## src/rtl/output_port_arbiter.sv

```systemverilog
// output_port_arbiter: round-robin wormhole arbiter feeding one registered output slot
module output_port_arbiter #(
  parameter int N_IN   = 5,
  parameter int FLIT_W = 16,
  parameter int IDX_W  = 3
) (
  input  logic                   clk,
  input  logic                   rst,
  input  logic [N_IN*FLIT_W-1:0] in_flit_i,
  input  logic [N_IN-1:0]        in_valid_i,
  input  logic [N_IN-1:0]        in_req_i,
  output logic [N_IN-1:0]        in_pop_o,
  output logic [FLIT_W-1:0]      out_flit_o,
  output logic                   out_valid_o,
  input  logic                   out_ready_i,
  output logic                   locked_o,
  output logic [IDX_W-1:0]       owner_o,
  output logic                   drop_o
);
  typedef enum logic {IDLE, LOCKED} state_t;
  state_t state, state_d;
  logic [IDX_W-1:0] rr_ptr, rr_d, owner_d, win, sel;
  logic [N_IN-1:0] cand;
  logic can_acc, pop, bad;
  logic [FLIT_W-1:0] flit;
  logic [1:0] ftype;
  assign can_acc  = !out_valid_o || out_ready_i;
  assign cand     = in_valid_i & in_req_i;
  assign locked_o = state == LOCKED;
  // descending scan so the candidate closest after rr_ptr is written last
  always_comb begin
    win = '0;
    for (int i = N_IN; i >= 1; i--)
      if (cand[(int'(rr_ptr) + i) % N_IN]) win = IDX_W'((int'(rr_ptr) + i) % N_IN);
  end
  assign sel      = locked_o ? owner_o : win;
  assign pop      = can_acc && (locked_o ? in_valid_i[owner_o] : |cand);
  assign flit     = in_flit_i[int'(sel)*FLIT_W +: FLIT_W];
  assign ftype    = flit[FLIT_W-1 -: 2];
  assign bad      = locked_o ? ftype[1] == ftype[0] : ftype[1] ^ ftype[0];
  assign in_pop_o = pop ? N_IN'(1) << sel : '0;
  always_comb begin
    state_d = state;
    owner_d = owner_o;
    rr_d    = rr_ptr;
    if (pop && !locked_o) begin
      if (ftype == 2'b00) begin
        state_d = LOCKED;
        owner_d = win;
      end else rr_d = win;
    end else if (pop && ftype == 2'b10) begin
      state_d = IDLE;
      rr_d    = owner_o;
    end
  end
  always_ff @(posedge clk or posedge rst) begin
    if (rst) begin
      state       <= IDLE;
      owner_o     <= '0;
      rr_ptr      <= IDX_W'(N_IN - 1);
      out_flit_o  <= '0;
      out_valid_o <= 1'b0;
      drop_o      <= 1'b0;
    end else begin
      state   <= state_d;
      owner_o <= owner_d;
      rr_ptr  <= rr_d;
      drop_o  <= pop && bad;
      if (pop && !bad) begin
        out_flit_o  <= flit;
        out_valid_o <= 1'b1;
      end else if (out_ready_i) out_valid_o <= 1'b0;
    end
  end
endmodule

```

## config.mk

```make
export PLATFORM = sky130hd
export DESIGN_NAME = output_port_arbiter
export DESIGN_NICKNAME = d
export VERILOG_FILES = /design/src/rtl/output_port_arbiter.sv
export SDC_FILE = /design/constraint.sdc
export NUM_CORES = 1
export LEC_CHECK = 0
export CORE_UTILIZATION = 44
export DETAILED_ROUTE_END_ITERATION = 8
export HOLD_SLACK_MARGIN = 0.06
export PLACE_DENSITY_LB_ADDON = 0.3
export SKIP_LAST_GASP = 1
export SYNTH_ARGS = -nofsm -noshare
export SYNTH_HDL_FRONTEND = slang
export SYNTH_SLANG_ARGS = --single-unit
```

## constraint.sdc

```tcl
create_clock -name clk -period 6.2 [get_ports clk]
set_clock_uncertainty 0.1 [all_clocks]
set_input_delay 1.24 -clock clk [delete_from_list [all_inputs] [get_ports clk]]
set_output_delay 1.24 -clock clk [all_outputs]
set_load 0.01 [all_outputs]
```

==> flow_metrics.env <==
export IMPL_fin_crit_sh_pct=97.5
export IMPL_path_cells="inv_1 > ha_1 > ha_1 > or2_2 > ha_1 > o311ai_4 > nand2_2 > xnor2_2 > mux2_2 > o21a_1 > o31ai_4 > a21oi_4 > buf_4 > o41ai_4 > a21oi_2 > a21oi_2 > ha_1 > xnor2_2 > and2_4 > inv_2 > nor3b_2 > buf_12 > nand2_1 > o2111a_1"
export IMPL_cp_arrival_ns=6.12
export IMPL_syn_cell_area_um2=3880
export IMPL_ys_flop_type="dfrtp_1"
export IMPL_drt_iter0_markers=132
export IMPL_synth_edf_count=0
export IMPL_io_pins=120
export IMPL_ys_ff_latch=25
export IMPL_n_antenna_cell=0
export IMPL_multiInputGateArea_um2=3250
export IMPL_crit_required_ns=6.27
export IMPL_synth_area_top_cells="dfrtp_1 (15%), ha_1 (9.7%), mux2i_1 (9.0%)"
export IMPL_wire_per_inst_um=17.7
export IMPL_r2r_slack_ns=0.15
export IMPL_port_buffers=119
export IMPL_maxSlewViolCount=0
export IMPL_finalHoldViolCount=0
export IMPL_vias_per_cell=5.90
export IMPL_clockBufferDepth=2
export IMPL_rr_endpoint="out_flit_o[2]"
export IMPL_ctsHtreeMaxLevel=1
export IMPL_die_area_um2=9210
export IMPL_track_usage_pct=27.6
export IMPL_nets=750
export IMPL_critPathCapture="out_flit_o[2]"
export IMPL_coreArea_um2=8380
export IMPL_drive_above_1_share_pct=24.8
export IMPL_end_kind="register"
export IMPL_yosys_area_top_type_share_pct=15.5
export IMPL_worstMarginPinSlew_ns=0.996
export IMPL_via_count=4307
export IMPL_start_util_pct=46.3
export IMPL_place_congestion=1.04
export IMPL_avgSynthCellArea_um2=8.25
export IMPL_die_w_um=96.0
export IMPL_max_stage_delay_ns=0.60
export IMPL_antenna_found_initial=0
export IMPL_cpMostUsedCell="ha_1"
export IMPL_worst_hold_slack_ns=0.456
export IMPL_clk_latency_ns=0.28
export IMPL_cts_made_buffers=3
export IMPL_clk_pin_slew_ns=0.10
export IMPL_place_hpwl_um=9650
export IMPL_ys_warn_count=0
export IMPL_fillers=651
export IMPL_relSlewSlack_pct=33.5
export IMPL_drtAntennaViolNets=0
export IMPL_grt_max_degree=34
export IMPL_critPathKind="reg -> reg"
export IMPL_synth_cell_types=82
export IMPL_worst_path_max_delay_cell="dfstp_2"
export IMPL_rsz0062_at_grt="true"
export IMPL_syn_num_nets=595
export IMPL_fin_setup_tns_ns=0
export IMPL_grt_pass1_wl_um=19800
export IMPL_rows=33
export IMPL_routed_wl_um=12900
export IMPL_synth_most_common_cell="nand2_1"
export IMPL_startpoint_type="register"
export IMPL_crit_family="compound AO/OA/AOI/OAI gates"
export IMPL_worstPathMaxFanout=14
export IMPL_first_pass_iters=4
export IMPL_cp_depth=24
export IMPL_async_flop_share_pct=100
export IMPL_cp_startpoint="rr_ptr[2]"
export IMPL_area_delta_synth_final_pct=50.5
export IMPL_cts_tree="yes"
export IMPL_period_minus_slack_ns=6.05
export IMPL_hold_path_class="reg -> reg"
export IMPL_status="complete, no violations"
export IMPL_grt_ovfl_total=0
export IMPL_fmax_mhz=165
export IMPL_syn_inst=471
export IMPL_maxCapViolCount=0
export IMPL_synth_common_cells="nand2_1 (41), mux2i_1 (35), o21ai_0 (34), nor2_1 (33), ha_1 (30)"
export IMPL_clockRootBuffer="clkbuf_8"
export IMPL_clock_sinks=25
export IMPL_grt_pass1_vias=4238
export IMPL_yosysSeqAreaShare_pct=16.1
export IMPL_synth_top_cell_by_area="dfrtp_1"
export IMPL_die_height_um=96.0
export IMPL_finalSetupViolations=0
export IMPL_regArea_um2=627
export IMPL_rr_worst_depth=24
export IMPL_path_buf_inv=4
export IMPL_drc=0
export IMPL_rr_startpoint="rr_ptr[2]"
==> what timing repair did <==
action / in CTS / in global routing
hold buffers: 0 / 0
setup buffers: 11 / 10
pin swaps: 7 / 19
endpoints found under the setup margin: 19 / 22
gates resized for setup: 7 / 61
==> registers in the layout, indices dropped and copies added, names as in the netlist <==
| name | cells |
|---|---|
| owner_o | 3 |
| drop_o | 1 |
| locked_o | 1 |
| out_valid_o | 1 |
| rr_ptr | 3 |
| out_flit_o | 16 |
==> worst min path at each step <==
stage,end,start,slack [ns],depth (start not counted)
global placement,out_flit_o[15],out_flit_o[15],0.40,1
CTS,out_valid_o,out_valid_o,0.45,2
finish,out_valid_o,out_valid_o,0.46,2
detailed placement,out_valid_o,out_valid_o,0.43,2
global route,out_flit_o[15],out_flit_o[15],0.48,1
floorplan,out_valid_o,out_valid_o,0.43,2
==> per-stage QoR <==
step	worst slack, ns	area, um2	cells	util, %
final	0.152	5840	730	69.7
after CTS	-0.104	5520	720	65.8
after global routing	-0.0962	5840	730	69.7
after global placement	0.0799	5380	705	64.1
after floorplan	0.0249	3920	471	-
after detailed placement	-0.158	5380	705	64.1
==> cell usage in the layout, fill, tap and decap left out, types with 5 or more instances in the layout <==
| cell | count |
|---|---|
| nor3_1 | 8 |
| nor2b_1 | 9 |
| nand2_1 | 39 |
| buf_4 | 50 |
| o21ai_0 | 29 |
| o21ai_1 | 6 |
| mux2_2 | 7 |
| inv_2 | 5 |
| inv_1 | 24 |
| xnor2_1 | 5 |
| ha_2 | 5 |
| nand2b_1 | 7 |
| mux2i_1 | 34 |
| o21a_1 | 5 |
| ha_1 | 21 |
| nand3_1 | 6 |
| a221oi_2 | 13 |
| a31oi_1 | 12 |
| clkdlybuf4s50_1 | 114 |
| nor2_1 | 29 |
| dfrtp_1 | 24 |
| or3_1 | 15 |
| and3_1 | 7 |
| a21oi_1 | 23 |
==> cell families (layout without fill, tap and decap cells) <==
| group | count (synthesis) | in the layout | synth area share [%] |
|---|---|---|---|
| mux | 44 | 44 | 12.0 |
| compound gates | 145 | 145 | 29.9 |
| flops | 25 | 25 | 16.1 |
| fa+ha+maj | 31 | 31 | 10.2 |
| xor+xnor | 11 | 11 | 3.16 |
| buf+inv | 56 | 210 | 7.25 |
| simple gates | 159 | 159 | 21.4 |
==> per-layer routing <==
| layer | vias to the layer above | share of wire (%) | track usage (%) |
|---|---|---|---|
| met5 | - | 0 | 0 |
| met4 | 0 | 3.4 | 11.1 |
| met3 | 38 | 5.5 | 5.69 |
| met2 | 156 | 51 | 51.2 |
| met1 | 2062 | 40 | 30.6 |
| li1 | 2051 | - | - |
==> worst min-delay path, stage by stage (launching register included) <==
cell and delay [ns]:
dfrtp_1 0.35, nand2b_1 0.10, nand2_1 0.08
==> final cells by class <==
class | instances | share of cell area, %
clock buffers | 3 | 0.706
clock inverters | 1 | 0.128
inverters | 30 | 1.97
multi-input cells | 390 | 55.6
flip-flops and latches | 25 | 10.7
well taps | 105 | 2.25
repair buffers | 176 | 28.6
Power is not shown: default switching activity piles up to over one toggle a cycle in this logic, so the estimate is an artifact.
==> variant, RTL diff (same flow settings) <==
Make the reset (`rst`) synchronous in one clocked block.
--- a/src/rtl/output_port_arbiter.sv
+++ b/src/rtl/output_port_arbiter.sv
@@ -54,5 +54,5 @@
     end
   end
-  always_ff @(posedge clk or posedge rst) begin
+  always_ff @(posedge clk) begin
     if (rst) begin
       state       <= IDLE;
Behaviour: differs if rst is asserted again (counterexample within 4 cycles, from zero or initial values and one cycle with rst high); with rst held inactive, the same outputs for 4 cycles.
==> variant against the original RTL <==
- the run now ends with negative setup slack left
- worst hold slack got worse by 80 ps
- non-clock buffer count is 16 lower
- global-route usage is 1.6 points higher
- routed wire length up 3.8%
- area after synthesis is 2.6% lower
- via count rose by 3.2%
- design area is 6.0% lower
- sequential cell count unchanged
- critical path depth fell by 6
- final cell count down 0.82%
- setup slack got worse by 150 ps
- largest cell class unchanged
Power is left out: the tool's default activity adds up to more than one toggle a clock period on the data nets, which glitch-free logic cannot reach.
==> variant: results (changes against the original RTL) <==
\begin{tabular}{lr}
\hline
Metric & Value \\
\hline
\multicolumn{2}{l}{\textbf{Worst setup path}} \\
\quad Worst Setup SP & rr\_ptr[1]\$\_SDFFE\_PP0P\_ \\
\quad Signal arrival time at the worst endpoint & 4860 ps (-1260 ps) \\
\quad Setup crit end & in\_pop\_o[4] \\
\quad Delay of the slowest critical-path stage & 560 ps (-40 ps) \\
\quad R2r setup slk & 90 ps (-60 ps) \\
\quad Worst reg2reg endpoint & out\_flit\_o[15]\$\_SDFFE\_PP0P\_ \\
\quad R2R depth & 28 (+17\%) \\
\multicolumn{2}{l}{\textbf{Routing}} \\
\quad Total via count in the routed design & 4,445 (+3.2\%) \\
\quad Detailed-router iteration count before antenna repair & 5 (+1) \\
\quad Vias per Instance & 6.14 (+4.1\%) \\
\quad Iteration-0 DRC count of the detailed router & 232 (+76\%) \\
\multicolumn{2}{l}{\textbf{STA}} \\
\quad TNS Setup & -1.80 ps (-1.80 ps) \\
\quad Minimum hold slack & 376 ps (-79.7 ps) \\
\quad Setup violation total in the final timing report & 1 (+1) \\
\quad Transition time of the tightest slew-check pin & 657 ps (-339 ps) \\
\quad Crit path setup slack, layout & -1.80 ps (-154 ps) \\
\multicolumn{2}{l}{\textbf{Hold path}} \\
\quad Worst min-delay path startpoint & out\_flit\_o[12]\$\_SDFFE\_PP0P\_ \\
\multicolumn{2}{l}{\textbf{Status}} \\
\quad Result of the run & finished with violations \\
\quad Failing checks & negative setup slack \\
\multicolumn{2}{l}{\textbf{Finish}} \\
\quad Multi-input combinational cell count & 403 (+3.3\%) \\
\quad ClkCell Share & 0.00889 (+0.000536) \\
\quad Final non-clock buffer share & 0.278 (-0.00802) \\
\quad Non-clk invs & 27 (-10\%) \\
\quad Layout Nets & 744 (-0.80\%) \\
\quad Number of filler cells placed in the layout & 711 (+9.2\%) \\
\quad Flip-flop and latch count & 25 (unchanged) \\
\multicolumn{2}{l}{\textbf{Yosys}} \\
\quad Mean post-synth cell area & 7.83 um\^{}2 (-5.1\%) \\
\quad Number of unique standard cell types used by synthesis & 91 (+11\%) \\
\quad Proportion of register bits with asynchronous set or reset after synthesis & 0 (-1.00) \\
\quad Primary FF master, synth & dfxtp\_1 \\
\quad Synth top area cells & dfxtp\_1, ha\_1, a32oi\_1 \\
\quad Netlist Area Pre-Place & 3780 um\^{}2 (-2.6\%) \\
\quad Syn Nets & 607 (+2.0\%) \\
\multicolumn{2}{l}{\textbf{Placed design}} \\
\quad Count of placed standard cells including taps & 712 (+0.99\%) \\
\quad Dpl cell area & 5230 um\^{}2 (-2.7\%) \\
\quad Final Wtd Congestion & 0.949 (-8.9\%) \\
\multicolumn{2}{l}{\textbf{Global route}} \\
\quad Vias in the first global route & 4,333 (+2.2\%) \\
\quad Total routing usage reported by global routing & 0.292 (+0.0159) \\
\quad Maximum number of pins on one net before global-route repair & 38 (+12\%) \\
\quad First-pass GRT wire length & 20,700 um (+4.8\%) \\
\hline
\end{tabular}
variant: changes by cell type after synthesis, sizes merged, moves of 14 or more:
cell	change
o21ai	-21
nand3	+20
a32oi	+28
dfrtp	-24
a221oi	-14
dfxtp	+25
mux2i	-18
variant: layer usage:
metal	GRT usage	part of all wire	vias to the layer above
met2	0.517	0.50	206
li1	-	-	2100
met4	0.101	0.030	0
met5	0	0	-
met3	0.0564	0.070	52
met1	0.350	0.40	2087
variant: cells by family (layout without fill, tap and decap cells):
kind of cell,after synthesis,in the layout,share of synthesized area
AOI/OAI and AO/OA,155,155,0.322
xor gates and xnor gates,7,7,0.0232
adders and majority gates,31,31,0.105
buffers and inverters,55,191,0.0675
DFF,25,25,0.132
muxes,39,39,0.120
and+or+nand+nor,171,171,0.230
variant: what timing repair did:
action	CTS	global route
resized for setup	10	28
setup buffers	3	5
endpoints found under the setup margin	6	21
cloned	0	0
hold buffers	0	0
pin swaps	5	7
